$ cat src/rtl/iob_axi_burst_writer_if.sv
// Bus bundle for iob_axi_burst_writer: the AXI4 write channels (AW, W, B)
// plus the native read port that feeds beat data from the bridge input FIFO.
//   master : the burst engine (drives AW/W/bready and native requests)
//   slave  : the AXI slave and the native FIFO side
interface iob_axi_burst_writer_if #(
    parameter int ADDR_W = 32,
    parameter int DATA_W = 32,
    parameter int LEN_W  = 8
);
    // AXI write address channel
    logic [ADDR_W-1:0]   m_axi_awaddr_o;
    logic [LEN_W-1:0]    m_axi_awlen_o;
    logic [2:0]          m_axi_awsize_o;
    logic [1:0]          m_axi_awburst_o;
    logic                m_axi_awvalid_o;
    logic                m_axi_awready_i;
    // AXI write data channel
    logic [DATA_W-1:0]   m_axi_wdata_o;
    logic [DATA_W/8-1:0] m_axi_wstrb_o;
    logic                m_axi_wlast_o;
    logic                m_axi_wvalid_o;
    logic                m_axi_wready_i;
    // AXI write response channel
    logic [1:0]          m_axi_bresp_i;
    logic                m_axi_bvalid_i;
    logic                m_axi_bready_o;
    // Native read port
    logic                m_valid_o;
    logic [ADDR_W-1:0]   m_addr_o;
    logic [DATA_W-1:0]   m_rdata_i;
    logic [DATA_W/8-1:0] m_rstrb_i;
    logic                m_ready_i;

    modport master (
        output m_axi_awaddr_o, m_axi_awlen_o, m_axi_awsize_o, m_axi_awburst_o,
               m_axi_awvalid_o,
        input  m_axi_awready_i,
        output m_axi_wdata_o, m_axi_wstrb_o, m_axi_wlast_o, m_axi_wvalid_o,
        input  m_axi_wready_i,
        input  m_axi_bresp_i, m_axi_bvalid_i,
        output m_axi_bready_o,
        output m_valid_o, m_addr_o,
        input  m_rdata_i, m_rstrb_i, m_ready_i
    );

    modport slave (
        input  m_axi_awaddr_o, m_axi_awlen_o, m_axi_awsize_o, m_axi_awburst_o,
               m_axi_awvalid_o,
        output m_axi_awready_i,
        input  m_axi_wdata_o, m_axi_wstrb_o, m_axi_wlast_o, m_axi_wvalid_o,
        output m_axi_wready_i,
        output m_axi_bresp_i, m_axi_bvalid_i,
        input  m_axi_bready_o,
        input  m_valid_o, m_addr_o,
        output m_rdata_i, m_rstrb_i, m_ready_i
    );
endinterface

$ cat src/rtl/iob_axi_burst_writer.sv
// AXI4 write-burst engine for the iob-to-AXI bridge write path.
// On run_i (accepted only while idle) it issues one INCR burst of
// length_i+1 beats, pulls beat data from the native read port into a
// 2-entry skid buffer, streams it on W, then collects the B response.
// Ports:
//   clk_i, rst_i   clock, asynchronous active-high reset
//   run_i          start a burst (sampled only when idle)
//   addr_i         burst start byte address (DATA_W/8 aligned, no 4KB cross)
//   length_i       beats minus one
//   ready_o        engine idle
//   error_o        last burst returned bresp != OKAY (sticky until next run)
//   bus            AXI AW/W/B channels and native read port (master modport)
module iob_axi_burst_writer #(
    parameter int ADDR_W = 32,
    parameter int DATA_W = 32,
    parameter int LEN_W  = 8
) (
    input  logic              clk_i,
    input  logic              rst_i,
    input  logic              run_i,
    input  logic [ADDR_W-1:0] addr_i,
    input  logic [LEN_W-1:0]  length_i,
    output logic              ready_o,
    output logic              error_o,
    iob_axi_burst_writer_if.master bus
);
    localparam int STRB_W = DATA_W / 8;
    localparam int SIZE   = $clog2(STRB_W);
    localparam int CNT_W  = LEN_W + 1;

    typedef enum logic [1:0] {
        ST_IDLE = 2'd0,
        ST_ADDR = 2'd1,
        ST_DATA = 2'd2,
        ST_RESP = 2'd3
    } state_t;

    state_t r_state;
    state_t w_next_state;

    // Burst parameters (data path, not reset)
    logic [ADDR_W-1:0] r_base;
    logic [LEN_W-1:0]  r_len;

    // Control state
    logic [CNT_W-1:0]  r_req_cnt;   // words requested and not dropped
    logic [CNT_W-1:0]  r_beat_cnt;  // W beats handshaked
    logic              r_inflight;  // a native request was issued last cycle
    logic              r_squash;    // that request must be discarded
    logic [1:0]        r_buf_cnt;
    logic              r_wr_ptr;
    logic              r_rd_ptr;
    logic              r_error;

    // Skid buffer storage
    logic [DATA_W-1:0] r_buf_data [2];
    logic [STRB_W-1:0] r_buf_strb [2];

    logic [CNT_W-1:0]  w_total;
    logic              w_credit_ok;
    logic              w_req;
    logic              w_push;
    logic              w_drop;
    logic              w_wvalid;
    logic              w_wlast;
    logic              w_pop;
    logic              w_awvalid;
    logic              w_bready;
    logic              w_ready;
    logic [ADDR_W-1:0] w_req_off;

    assign w_total     = {1'b0, r_len} + CNT_W'(1);
    assign w_credit_ok = ({1'b0, r_buf_cnt} + {2'b00, r_inflight}) < 3'd2;
    assign w_req       = ((r_state == ST_ADDR) || (r_state == ST_DATA)) &&
                         (r_req_cnt < w_total) && w_credit_ok;
    assign w_push      = r_inflight && !r_squash &&  bus.m_ready_i;
    assign w_drop      = r_inflight && !r_squash && !bus.m_ready_i;

    // W is only presented in DATA so the final beat is always seen by the FSM,
    // even when prefetched words are already buffered during ADDR.
    assign w_wvalid    = (r_state == ST_DATA) && (r_buf_cnt != 2'd0);
    assign w_wlast     = w_wvalid && (r_beat_cnt == {1'b0, r_len});
    assign w_pop       = w_wvalid && bus.m_axi_wready_i;
    assign w_req_off   = {{(ADDR_W-CNT_W){1'b0}}, r_req_cnt} << SIZE;

    always_ff @(posedge clk_i or posedge rst_i) begin
        if (rst_i) r_state <= ST_IDLE;
        else       r_state <= w_next_state;
    end

    always_comb begin
        w_next_state = r_state;
        w_awvalid    = 1'b0;
        w_bready     = 1'b0;
        w_ready      = 1'b0;
        case (r_state)
            ST_IDLE: begin
                w_ready = 1'b1;
                if (run_i) w_next_state = ST_ADDR;
            end
            ST_ADDR: begin
                w_awvalid = 1'b1;
                if (bus.m_axi_awready_i) w_next_state = ST_DATA;
            end
            ST_DATA: begin
                if (w_pop && w_wlast) w_next_state = ST_RESP;
            end
            ST_RESP: begin
                w_bready = 1'b1;
                if (bus.m_axi_bvalid_i) w_next_state = ST_IDLE;
            end
            default: w_next_state = ST_IDLE;
        endcase
    end

    always_ff @(posedge clk_i) begin
        if ((r_state == ST_IDLE) && run_i) begin
            r_base <= addr_i;
            r_len  <= length_i;
        end
    end

    always_ff @(posedge clk_i) begin
        if (w_push) begin
            r_buf_data[r_wr_ptr] <= bus.m_rdata_i;
            r_buf_strb[r_wr_ptr] <= bus.m_rstrb_i;
        end
    end

    always_ff @(posedge clk_i or posedge rst_i) begin
        if (rst_i) begin
            r_req_cnt  <= '0;
            r_beat_cnt <= '0;
            r_inflight <= 1'b0;
            r_squash   <= 1'b0;
            r_buf_cnt  <= 2'd0;
            r_wr_ptr   <= 1'b0;
            r_rd_ptr   <= 1'b0;
            r_error    <= 1'b0;
        end else if (r_state == ST_IDLE) begin
            if (run_i) begin
                r_req_cnt  <= '0;
                r_beat_cnt <= '0;
                r_inflight <= 1'b0;
                r_squash   <= 1'b0;
                r_buf_cnt  <= 2'd0;
                r_wr_ptr   <= 1'b0;
                r_rd_ptr   <= 1'b0;
                r_error    <= 1'b0;
            end
        end else begin
            r_inflight <= w_req;
            // A dropped word rewinds the request counter. A request issued in
            // the same cycle targets the address after the dropped one, so it
            // is squashed and will be reissued in order.
            if (w_drop) begin
                r_req_cnt <= r_req_cnt - CNT_W'(1);
                r_squash  <= w_req;
            end else begin
                if (w_req) r_req_cnt <= r_req_cnt + CNT_W'(1);
                r_squash <= 1'b0;
            end
            if (w_push) r_wr_ptr <= ~r_wr_ptr;
            if (w_pop) begin
                r_rd_ptr   <= ~r_rd_ptr;
                r_beat_cnt <= r_beat_cnt + CNT_W'(1);
            end
            case ({w_push, w_pop})
                2'b10:   r_buf_cnt <= r_buf_cnt + 2'd1;
                2'b01:   r_buf_cnt <= r_buf_cnt - 2'd1;
                default: r_buf_cnt <= r_buf_cnt;
            endcase
            if ((r_state == ST_RESP) && bus.m_axi_bvalid_i)
                r_error <= (bus.m_axi_bresp_i != 2'b00);
        end
    end

    assign ready_o             = w_ready;
    assign error_o             = r_error;
    assign bus.m_axi_awaddr_o  = r_base;
    assign bus.m_axi_awlen_o   = r_len;
    assign bus.m_axi_awsize_o  = 3'(SIZE);
    assign bus.m_axi_awburst_o = 2'b01;
    assign bus.m_axi_awvalid_o = w_awvalid;
    assign bus.m_axi_wdata_o   = r_buf_data[r_rd_ptr];
    assign bus.m_axi_wstrb_o   = r_buf_strb[r_rd_ptr];
    assign bus.m_axi_wlast_o   = w_wlast;
    assign bus.m_axi_wvalid_o  = w_wvalid;
    assign bus.m_axi_bready_o  = w_bready;
    assign bus.m_valid_o       = w_req;
    assign bus.m_addr_o        = r_base + w_req_off;
endmodule

$ cat src/flat_wrapper.sv
// flat-port wrapper written by rule: the top's interface ports become plain ports
module iob_axi_burst_writer_flat 
#(
    parameter int ADDR_W = 32,
    parameter int DATA_W = 32,
    parameter int LEN_W  = 8
)
  (clk_i, rst_i, run_i, addr_i, length_i, ready_o, error_o, bus_m_axi_awaddr_o, bus_m_axi_awlen_o, bus_m_axi_awsize_o, bus_m_axi_awburst_o, bus_m_axi_awvalid_o, bus_m_axi_awready_i, bus_m_axi_wdata_o, bus_m_axi_wstrb_o, bus_m_axi_wlast_o, bus_m_axi_wvalid_o, bus_m_axi_wready_i, bus_m_axi_bresp_i, bus_m_axi_bvalid_i, bus_m_axi_bready_o, bus_m_valid_o, bus_m_addr_o, bus_m_rdata_i, bus_m_rstrb_i, bus_m_ready_i);
  iob_axi_burst_writer_if #(.ADDR_W(ADDR_W), .DATA_W(DATA_W), .LEN_W(LEN_W)) bus_i ();
  input  logic clk_i;
  input  logic rst_i;
  input  logic run_i;
  input  logic [ADDR_W-1:0] addr_i;
  input  logic [LEN_W-1:0] length_i;
  output logic ready_o;
  output logic error_o;
  output wire logic [$bits(bus_i.m_axi_awaddr_o)-1:0] bus_m_axi_awaddr_o;
  output wire logic [$bits(bus_i.m_axi_awlen_o)-1:0] bus_m_axi_awlen_o;
  output wire logic [$bits(bus_i.m_axi_awsize_o)-1:0] bus_m_axi_awsize_o;
  output wire logic [$bits(bus_i.m_axi_awburst_o)-1:0] bus_m_axi_awburst_o;
  output wire logic [$bits(bus_i.m_axi_awvalid_o)-1:0] bus_m_axi_awvalid_o;
  input wire logic [$bits(bus_i.m_axi_awready_i)-1:0] bus_m_axi_awready_i;
  output wire logic [$bits(bus_i.m_axi_wdata_o)-1:0] bus_m_axi_wdata_o;
  output wire logic [$bits(bus_i.m_axi_wstrb_o)-1:0] bus_m_axi_wstrb_o;
  output wire logic [$bits(bus_i.m_axi_wlast_o)-1:0] bus_m_axi_wlast_o;
  output wire logic [$bits(bus_i.m_axi_wvalid_o)-1:0] bus_m_axi_wvalid_o;
  input wire logic [$bits(bus_i.m_axi_wready_i)-1:0] bus_m_axi_wready_i;
  input wire logic [$bits(bus_i.m_axi_bresp_i)-1:0] bus_m_axi_bresp_i;
  input wire logic [$bits(bus_i.m_axi_bvalid_i)-1:0] bus_m_axi_bvalid_i;
  output wire logic [$bits(bus_i.m_axi_bready_o)-1:0] bus_m_axi_bready_o;
  output wire logic [$bits(bus_i.m_valid_o)-1:0] bus_m_valid_o;
  output wire logic [$bits(bus_i.m_addr_o)-1:0] bus_m_addr_o;
  input wire logic [$bits(bus_i.m_rdata_i)-1:0] bus_m_rdata_i;
  input wire logic [$bits(bus_i.m_rstrb_i)-1:0] bus_m_rstrb_i;
  input wire logic [$bits(bus_i.m_ready_i)-1:0] bus_m_ready_i;
  assign bus_m_axi_awaddr_o = bus_i.m_axi_awaddr_o;
  assign bus_m_axi_awlen_o = bus_i.m_axi_awlen_o;
  assign bus_m_axi_awsize_o = bus_i.m_axi_awsize_o;
  assign bus_m_axi_awburst_o = bus_i.m_axi_awburst_o;
  assign bus_m_axi_awvalid_o = bus_i.m_axi_awvalid_o;
  assign bus_i.m_axi_awready_i = bus_m_axi_awready_i;
  assign bus_m_axi_wdata_o = bus_i.m_axi_wdata_o;
  assign bus_m_axi_wstrb_o = bus_i.m_axi_wstrb_o;
  assign bus_m_axi_wlast_o = bus_i.m_axi_wlast_o;
  assign bus_m_axi_wvalid_o = bus_i.m_axi_wvalid_o;
  assign bus_i.m_axi_wready_i = bus_m_axi_wready_i;
  assign bus_i.m_axi_bresp_i = bus_m_axi_bresp_i;
  assign bus_i.m_axi_bvalid_i = bus_m_axi_bvalid_i;
  assign bus_m_axi_bready_o = bus_i.m_axi_bready_o;
  assign bus_m_valid_o = bus_i.m_valid_o;
  assign bus_m_addr_o = bus_i.m_addr_o;
  assign bus_i.m_rdata_i = bus_m_rdata_i;
  assign bus_i.m_rstrb_i = bus_m_rstrb_i;
  assign bus_i.m_ready_i = bus_m_ready_i;
  iob_axi_burst_writer #(.ADDR_W(ADDR_W), .DATA_W(DATA_W), .LEN_W(LEN_W)) u_core (.clk_i(clk_i), .rst_i(rst_i), .run_i(run_i), .addr_i(addr_i), .length_i(length_i), .ready_o(ready_o), .error_o(error_o), .bus(bus_i));
endmodule
$ cat config.mk
export PLATFORM = sky130hd
export DESIGN_NAME = iob_axi_burst_writer_flat
export DESIGN_NICKNAME = d
export VERILOG_FILES = /design/src/rtl/iob_axi_burst_writer_if.sv /design/src/rtl/iob_axi_burst_writer.sv /design/src/flat_wrapper.sv
export SDC_FILE = /design/constraint.sdc
export NUM_CORES = 1
export LEC_CHECK = 0
export BUFFER_PORTS_ARGS = -buffer_cell sky130_fd_sc_hd__buf_2
export CAP_MARGIN = 30
export CORE_ASPECT_RATIO = 1.5
export CORE_MARGIN = 2
export CORE_UTILIZATION = 56
export DETAILED_ROUTE_END_ITERATION = 16
export PLACE_DENSITY_LB_ADDON = 0.12
export SYNTH_ARGS = -nofsm -noshare
export SYNTH_HDL_FRONTEND = slang
export SYNTH_SLANG_ARGS = --single-unit
$ cat constraint.sdc
create_clock -name clk_i -period 6.3 [get_ports clk_i]
set_input_delay 0.945 -clock clk_i [delete_from_list [all_inputs] [get_ports clk_i]]
set_output_delay 0.945 -clock clk_i [all_outputs]
set_load 0.02 [all_outputs]
# Yosys cells after proc, flatten, opt, wreduce, memory -nomap -nowiden
# Memory sizes are Yosys's and may differ from the RTL's.
# Cells that the tools add are included.
# W data, S select, Z words.
word_totals:
  ramBits: 72
  memories: 2
  ff_bits: 67
  out_inout_bits: 120
  input_bits: 85
  wordCells: 92
classes:
  muxes: 29
  n_reduce_logical: 28
  n_eq_ne: 10
  order_cmp: 2
  addsub: 8
  bitwise: 2
mem_list:
  columns: ["memory", "words", "width", "read_ports", "rd_clocked_by_memory_dff", "wr", "line_no", "source"]
  rows:
  - ["u_core.r_buf_data", 2, 32, 1, 0, 1, "iob_axi_burst_writer.sv:56", "logic [DATA_W-1:0] r_buf_data [2];"]
  - ["u_core.r_buf_strb", 2, 4, 1, 0, 1, "iob_axi_burst_writer.sv:57", "logic [STRB_W-1:0] r_buf_strb [2];"]
ops:
  columns: ["operator", "n"]
  rows:
  - ["$mux W9", 6]
  - ["$add A32 B11 Y32", 1]
  - ["$add A9 B1 Y9 const B", 2]
  - ["$mux W1", 15]
  - ["$mux W2", 6]
  - ["$logic_and A1 B1 Y1", 11]
  - ["$reduce_and A2 Y1", 5]
  - ["$reduce_bool A2 Y1", 5]
  - ["$add A8 B1 Y9 const B", 1]
  - ["$eq A9 B8 Y1", 1]
  - ["$lt A9 B9 Y1", 1]
  - ["$sub A9 B1 Y9 const B", 1]
  - ["$ne A2 B2 Y1 const B", 4]
  - ["$pmux W2 S4", 1]
  - ["$eq A2 B2 Y1 const B", 3]
  - ["$reduce_bool A3 Y1", 2]
  - ["$eq A2 B1 Y1 const B", 2]
  - ["$pmux W2 S2", 1]
  - ["$reduce_and A4 Y1", 1]
  - ["$add A2 B1 Y3", 1]
  - ["$lt A3 B2 Y1 const B", 1]
  - ["$add A2 B1 Y2 const B", 1]
  - ["$logic_not A1 Y1", 2]
  - ["$logic_not A2 Y1", 1]
  - ["3 further kinds", 4]

# Longest topological paths before layout
# Gate-level depths: netlist of run 1.
depth:
  word_depth: 7
  depth_mapped: 11
  ltp_nobuf: 11

# Least setup slack after synthesis of run 1
# No wires, ideal clock.
synth_timing:
  kind: "register to output"
  start: "reg u_core.r_base[2], in the netlist u_core.bus.m_axi_awaddr_o[2]"
  end: "out bus_m_addr_o[30]"
  path_stages_with_launch: 10
  t_arrival_ns: 2.400
  n_path_buf: 0
  setup_slack_ns: 2.955
  t_required_ns: 5.355
  path_cell_list: "edfxtp_1 > ha_1 > inv_1 > fa_1 > nand2b_1 > a21oi_1 > or3_1 > o2bb2ai_1 > nand4_1 > xnor2_1"
synth_via:
  elab_chain_len: 1
synth_rtl:
  columns: ["item", "line_no", "source"]
  rows:
  - ["start: declaration", "iob_axi_burst_writer.sv:42", "logic [ADDR_W-1:0] r_base;"]
  - ["start signal: assignment", "iob_axi_burst_writer.sv:118", "r_base <= addr_i;"]
  - ["$add A32 B11 Y32", "iob_axi_burst_writer.sv:191", "assign bus.m_addr_o = r_base + w_req_off;"]
  - ["end: declaration", "flat_wrapper.sv:32", "output wire logic [$bits(bus_i.m_addr_o)-1:0] bus_m_addr_o;"]
# No other way between the ends.

# Worst setup path after layout of run 1
layout_timing:
  start: "reg u_core.r_req_cnt[0]"
  end: "out bus_m_addr_o[30]"
layout_via:
  elab_chain_len: 1
layout_rtl:
  columns: ["item", "line_no", "source"]
  rows:
  - ["start: declaration", "iob_axi_burst_writer.sv:46", "logic [CNT_W-1:0] r_req_cnt;"]
  - ["start signal: assignment", "iob_axi_burst_writer.sv:157", "r_req_cnt <= r_req_cnt - CNT_W'(1);"]
  - ["start signal: assignment", "iob_axi_burst_writer.sv:160", "if (w_req) r_req_cnt <= r_req_cnt + CNT_W'(1);"]
  - ["$add A32 B11 Y32", "iob_axi_burst_writer.sv:191", null]
# No other way between the ends.

==> flow_metrics.py, run 1 <==
metrics = {
    "layout": {
        "finalInstanceArea_sq_um": 8423,
        "seq_area_sq_um": 4039,
        "area.growth.synth_to_final_pct": 26.61,
        "nets": 820,
        "drive_above_1_share_pct": 39.44,
        "fillers": 840,
        "multiInputGateArea_sq_um": 2481,
        "finish.utilization_pct": 73.05,
    },
    "grt": {
        "grt_pass1_vias": 4840,
        "grt_usage_pct": 23.30,
        "grt_pass1_wl_um": 23030,
        "grt_overflow": 0,
        "antenna_found_initial": 2,
        "grt_max_degree": 39,
    },
    "critical_path": {
        "reg2reg_from": "u_core.r_state[0]$_DFFE_PP0P_",
        "crit_family": "adder cells",
        "reg2regPathDepth": 8,
        "crit_type": "flip-flop to primary output",
        "arrival_ns": 3.11,
        "cp.required_ns": 5.35,
        "r2r_slack_ns": 3.19,
        "cp.depth": 10,
        "startpoint": "u_core.r_req_cnt[0]$_DFFE_PP0P_",
        "slowest_delay_ns": 0.45,
        "path_buf_inv": 2,
        "cp_slowest_cell": "dfrtp_1",
        "setup.worst_path.start_class": "flip-flop",
        "endpoint_kind": "primary output",
        "cp_max_fo": 9,
        "endpoint": "bus_m_addr_o[30]",
        "path_cells": "ha_1 -> inv_1 -> fa_1 -> nand2b_1 -> a21oi_1 -> or3_1 -> o2bb2ai_1 -> nand4_1 -> xnor2_1 -> buf_2",
        "r2r_end": "u_core.r_beat_cnt[4]$_DFFE_PP0P_",
    },
    "sta": {
        "fin_skew_ns": 0.007242,
        "rsz0062_at_grt": "false",
        "min_period_over_period_pct": 64.42,
        "worst_pin_slew_ns": 0.7531,
        "final_max_slew_viol_count": 0,
        "hold_slack_ns": 0.4951,
        "max_freq_ghz": 0.2464,
        "slew_headroom_pct": 49.79,
        "setup_tns_ns": 0,
        "report.final.hold_viol_count": 0,
        "period_minus_slack_ns": 4.058,
        "setup_violations": 0,
    },
    "routing": {
        "drc": 0,
        "dr.pass1.iters": 5,
        "num_vias": 4762,
        "post_drt_wl_per_cell_um": 17.37,
        "drt_iter0_drc": 232,
        "post_drt_via_cell_ratio": 5.493,
        "antenna_left": 0,
        "routed_wl_um": 15060,
    },
    "power_and_ir_drop": {
        "p_per_area_nw_per_um2": 430.3,
        "p_leak_uw": 0.003588,
        "irDropWorstVdd_mv": 0.2595,
        "p_total_uw": 3624,
    },
    "logic_synthesis": {
        "yosysWarnings": 0,
        "synth_area_sq_um": 6653,
        "synth_ff_type": "edfxtp_1",
        "synthCells": 491,
        "synth_common_cells": "edfxtp_1, mux2_2, ha_1, xnor2_1",
        "yosysSeqAreaShare_pct": 60.71,
        "post-synth-top-area-fraction_pct": 50.55,
        "ys_types": 58,
        "yosys_register_bits": 139,
        "yosys.area.top_type": "edfxtp_1",
        "syn_avg_cell_area_sq_um": 13.55,
        "synthArstFlopShare_pct": 19.42,
        "synth_most_common_cell": "edfxtp_1",
        "synth-edff-count": 112,
        "synth.area.top_cells": "edfxtp_1, dfrtp_1, mux2_2",
    },
    "floorplanning": {
        "die-area_sq_um": 12790,
        "core_sq_um": 11530,
        "fp.dieH_um": 137.5,
        "die_x_um": 93.00,
        "rows": 48,
        "initial_core_util_pct": 57.69,
        "boundaryPins": 205,
    },
    "clock_tree": {
        "cts_buffer_depth": 2,
        "h-tree-depth": 4,
        "cts_tree": "yes",
        "cts_root_buf": "clkbuf_16",
        "hold_buffers": 0,
        "cts_buffers": 17,
        "post_cts_resized": 0,
        "path_clk_slew_ns": 0.06,
        "cts.sinks": 139,
        "postCtsSetupBuffers": 0,
        "clock_latency_ns": 0.40,
    },
    "placed_design": {
        "gp_congestion": 0.9137,
        "place_area_sq_um": 7858,
        "hpwl_um": 11270,
        "port_buffers": 199,
    },
    "run_status": {
        "status": "finished clean",
    },
    "hold_path": {
        "hold_path.class": "input port to async pin",
    },
    "run": {
        "maxCapViolCount": 0,
    },
}
[routing by layer]
metal | global-route usage, % | routed length (um)
met5 | 0 | 0
met4 | 9.804 | 414
met3 | 5.635 | 965
met2 | 43.12 | 8223
met1 | 25.24 | 5454
[worst min-delay path by stage]
stage | from | end | slack [ns] | cells after the start
floorplan | u_core.r_beat_cnt[8]$_DFFE_PP0P_ | u_core.r_beat_cnt[8]$_DFFE_PP0P_ | 0.45 | 1
global placement | u_core.r_beat_cnt[8]$_DFFE_PP0P_ | u_core.r_beat_cnt[8]$_DFFE_PP0P_ | 0.48 | 1
detailed placement | u_core.r_beat_cnt[8]$_DFFE_PP0P_ | u_core.r_beat_cnt[8]$_DFFE_PP0P_ | 0.49 | 1
CTS | rst_i | u_core.r_state[0]$_DFFE_PP0P_ | 0.49 | 2
global route | rst_i | u_core.r_state[0]$_DFFE_PP0P_ | 0.50 | 2
finish | rst_i | u_core.r_state[0]$_DFFE_PP0P_ | 0.50 | 2
[cells by family (layout without fill, tap and decap cells)]
group | count (synthesis) | count (layout) | synth area share (%)
muxes | 42 | 42 | 7.034
DFF | 139 | 139 | 60.71
adders and majority gates | 33 | 33 | 6.432
AOI/OAI and AO/OA | 82 | 82 | 8.332
xor gates and xnor gates | 50 | 50 | 6.696
and+or+nand+nor | 109 | 109 | 8.295
buffers and inverters | 34 | 255 | 2.389
other | 2 | 7 | 0.1129
[cell usage in the layout, fill, tap and decap left out, types with 6 or more instances in the layout]
master and n:
xnor2_1 31, buf_2 199, nand2_1 27, nand4_1 8, ha_1 31, mux2_2 37
and3_1 6, edfxtp_1 112, a21oi_1 18, xor2_1 18, nor2_1 23, nand3_1 21
o21ai_0 15, inv_1 19, o21a_1 7, dfrtp_1 27, a21o_1 6, clkbuf_16 17
[worst register-to-register path, delay by kind of cell, from the launching register on]
| family | cells | cell delay (ns) |
|---|---|---|
| compound gates | 2 | 0.30 |
| flops | 1 | 0.42 |
| fa+ha+maj | 1 | 0.65 |
| simple gates | 2 | 0.46 |
| buf+inv | 3 | 1.16 |
[power by group]
part / internal (uW) / switching [uW] / leakage (uW)
clock network: 522 / 413 / 0.000267
registers: 1160 / 124 / 0.00138
logic: 547 / 857 / 0.00194
total: 2230 / 1390 / 0.00359
[stage by stage]
step           cells  worst slack [ns]
2_1_floorplan    494             2.955
3_3_place_gp     830             2.837
3_5_place_dp     833             2.673
4_1_cts          865             2.220
5_1_grt          867             2.058
6_report         867             2.242
[layout make-up]
| type | instances | area share [%] |
|---|---|---|
| sequential | 139 | 47.95 |
| multi-input combinational | 321 | 29.46 |
| timing repair buffer | 204 | 12.80 |
| clock buffer | 18 | 5.095 |
| tap | 150 | 2.228 |
| clock inverter | 14 | 1.560 |
| inverter | 19 | 0.8467 |
| antenna | 2 | 0.05942 |
[flip-flops by register name (all words and copies together) (netlist names)]
name / flops
u_core.bus.m_axi_awaddr_o: 32
u_core.bus.m_axi_awlen_o: 8
u_core.error_o: 1
u_core.r_beat_cnt: 9
u_core.r_buf_cnt: 2
u_core.r_buf_data: 64
u_core.r_buf_strb: 8
u_core.r_inflight: 1
u_core.r_rd_ptr: 1
u_core.r_req_cnt: 9
u_core.r_squash: 1
u_core.r_state: 2
u_core.r_wr_ptr: 1
No activity file was read; power rests on OpenSTA's default activity.
==> run 2, diff against run 1 <==
--- a/config.mk
+++ b/config.mk
@@ -9,7 +9,7 @@
 export CAP_MARGIN = 30
 export CORE_ASPECT_RATIO = 1.5
 export CORE_MARGIN = 2
-export CORE_UTILIZATION = 56
+export CORE_UTILIZATION = 52
 export DETAILED_ROUTE_END_ITERATION = 16
 export PLACE_DENSITY_LB_ADDON = 0.12
 export SYNTH_ARGS = -nofsm -noshare
==> constraint.sdc (replaced) <==
create_clock -name clk_i -period 4.05 [get_ports clk_i]
set_input_delay 0.6075 -clock clk_i [delete_from_list [all_inputs] [get_ports clk_i]]
set_output_delay 0.6075 -clock clk_i [all_outputs]
set_load 0.02 [all_outputs]
==> run 2 against run 1 <==
Worst hold slack got worse by 0.34 ns. Sequential power up 55%. Register-to-register slack got worse by 1.9 ns. Critical path depth stayed put. Clock power grew 59%. First-iteration DRC count decreased by 24%. Sequential cell count unchanged. Die area increased by 7.4%. Global-route usage down 2.1 points. Core utilization shrank 5.5 points. Setup slack lost 1.8 ns. Critical path type unchanged. Critical endpoint is now bus_m_addr_o[28]. Largest power group unchanged. Highest routed layer unchanged.
==> flow_metrics.py, run 2 (synthesis results as in run 1) <==
metrics = {
    "floorplanning": {
        "rows": 50,
        "initial_core_util_pct": 53.17,
        "die-area_sq_um": 13730,
        "core_sq_um": 12510,
        "fp.dieH_um": 142.5,
        "boundaryPins": 205,
        "die_x_um": 96.35,
    },
    "sta": {
        "min_period_over_period_pct": 89.46,
        "setup_tns_ns": 0,
        "worst_pin_slew_ns": 0.7405,
        "setup_slack_ns": 0.4268,
        "period_minus_slack_ns": 3.623,
        "final_max_slew_viol_count": 0,
        "slew_headroom_pct": 50.64,
        "fin_skew_ns": 0.007178,
        "rsz0062_at_grt": "false",
        "report.final.hold_viol_count": 0,
        "setup_violations": 0,
        "max_freq_ghz": 0.2760,
    },
    "power_and_ir_drop": {
        "p_leak_uw": 0.003611,
        "switchingPower_uw": 2177,
        "p_comb_share_pct": 38.7,
        "intPower_uw": 3485,
        "irDropWorstVdd_mv": 0.4215,
        "p_seq_share_pct": 35.0,
        "swShare_pct": 38.45,
        "p_per_area_nw_per_um2": 669.5,
        "power_frac_clock_pct": 26.3,
    },
    "grt": {
        "grt_usage_pct": 21.24,
        "antenna_found_initial": 0,
        "grt_pass1_vias": 4820,
        "grt_overflow": 0,
        "grt_max_degree": 39,
        "grt_pass1_wl_um": 22120,
    },
    "clock_tree": {
        "postCtsSetupBuffers": 0,
        "cts.sinks": 139,
        "cts_tree": "yes",
        "cts_root_buf": "clkbuf_16",
        "hold_buffers": 0,
        "path_clk_slew_ns": 0.06,
        "cts_buffers": 17,
        "h-tree-depth": 4,
        "post_cts_resized": 0,
        "clock_latency_ns": 0.41,
        "cts_buffer_depth": 2,
    },
    "placed_design": {
        "gp_congestion": 0.7999,
        "place_area_sq_um": 7880,
        "hpwl_um": 10560,
        "dp_slack_ns": 0.8238,
        "port_buffers": 199,
    },
    "critical_path": {
        "r2r_slack_ns": 1.25,
        "reg2reg_from": "u_core.bus.m_axi_awlen_o[0]$_DFFE_PP_",
        "crit_type": "flip-flop to primary output",
        "r2r_end": "u_core.r_req_cnt[0]$_DFFE_PP0P_",
        "cp_slowest_cell": "dfrtp_1",
        "slowest_delay_ns": 0.46,
        "cp.required_ns": 3.44,
        "path_cells": "ha_1 -> inv_1 -> fa_1 -> nand2b_1 -> a21oi_1 -> or3_1 -> o2bb2ai_1 -> nand4_1 -> xnor2_1 -> buf_2",
        "endpoint_kind": "primary output",
        "arrival_ns": 3.02,
        "reg2regPathDepth": 11,
        "cp_max_fo": 9,
        "setup.worst_path.start_class": "flip-flop",
        "path_buf_inv": 2,
        "crit_family": "adder cells",
    },
    "routing": {
        "dr.pass1.iters": 6,
        "drc": 0,
        "drt_iter0_drc": 176,
        "antenna_left": 0,
        "post_drt_wl_per_cell_um": 16.11,
        "num_vias": 4673,
        "post_drt_via_cell_ratio": 5.353,
        "routed_wl_um": 14070,
    },
    "layout": {
        "finalInstanceArea_sq_um": 8456,
        "regMostFlops": "u_core.r_buf_data",
        "drive_above_1_share_pct": 39.75,
        "largest_reg_flops": 64,
        "layout_commonest_cell": "buf_2",
        "n_antenna_cell": 0,
        "final_cell_mix": "buf_2, edfxtp_1, mux2_2",
        "fillers": 953,
        "nets": 822,
        "area.growth.synth_to_final_pct": 27.10,
    },
    "run_status": {
        "status": "finished clean",
    },
    "run": {
        "maxCapViolCount": 0,
    },
    "hold_path": {
        "hold_path.class": "input port to async pin",
    },
}
run 2: worst reg2reg max path: cells and delay by family, from the launching register on:
kind,cells,cell delay [ns]
adder cells (fa/ha/maj),2,0.55
multiplexers,1,0.30
flip-flops,1,0.47
AO/OA/AOI/OAI,2,0.53
AND/OR/NAND/NOR,6,0.84
run 2: per-stage QoR:
step | cells | utilization, % | total power, uW | hold slack [ns]
CTS | 873 | 67.58 | 5720 | 0.1444
finish | 873 | 67.58 | 5661 | 0.1570
global route | 873 | 67.58 | 6004 | 0.1791
global placement | 838 | 62.44 | 4139 | 0.4610
detailed placement | 841 | 62.98 | 4213 | 0.4941
floorplan | 494 | - | 3540 | 0.4454
run 2: metal layers:
metal  GRT usage (%)  vias up  share of wire (%)
met5               0        -                  0
met4           7.265        0                1.2
met3           7.203       14                8.1
met2           40.53      173                 55
met1           20.49     2221                 35
li1                -     2265                  -
run 2: worst max path at each step:
stage	slack, ns	end	cells past startpoint	from
floorplan	1.04	bus_m_addr_o[30]	9	u_core.bus.m_axi_awaddr_o[2]$_DFFE_PP_
global placement	0.93	bus_m_addr_o[30]	10	u_core.r_req_cnt[0]$_DFFE_PP0P_
detailed placement	0.82	bus_m_addr_o[28]	10	u_core.r_req_cnt[0]$_DFFE_PP0P_
CTS	0.37	bus_m_addr_o[28]	10	u_core.r_req_cnt[0]$_DFFE_PP0P_
global route	0.17	bus_m_addr_o[16]	10	u_core.r_req_cnt[0]$_DFFE_PP0P_
finish	0.43	bus_m_addr_o[28]	10	u_core.r_req_cnt[0]$_DFFE_PP0P_
run 2: power groups by stage:
stage | Sequential (uW) | Combinational [uW] | Clock (uW)
after floorplan | 2050 | 1490 | 0
after global placement | 2000 | 2140 | 0
after global routing | 2010 | 2400 | 1590
after detailed placement | 2010 | 2200 | 0
after CTS | 1990 | 2210 | 1520
final | 1980 | 2190 | 1490
run 2: area by class of cell:
class                   count  area, sq um  share of cell area [%]
clock buffers              17        425.4                   5.031
clock inverters            15        150.1                   1.776
inverters                  19        71.32                  0.8434
multi-input cells         321         2481                   29.34
flip-flops and latches    139         4039                   47.77
well taps                 156        195.2                   2.308
repair buffers            206         1094                   12.93
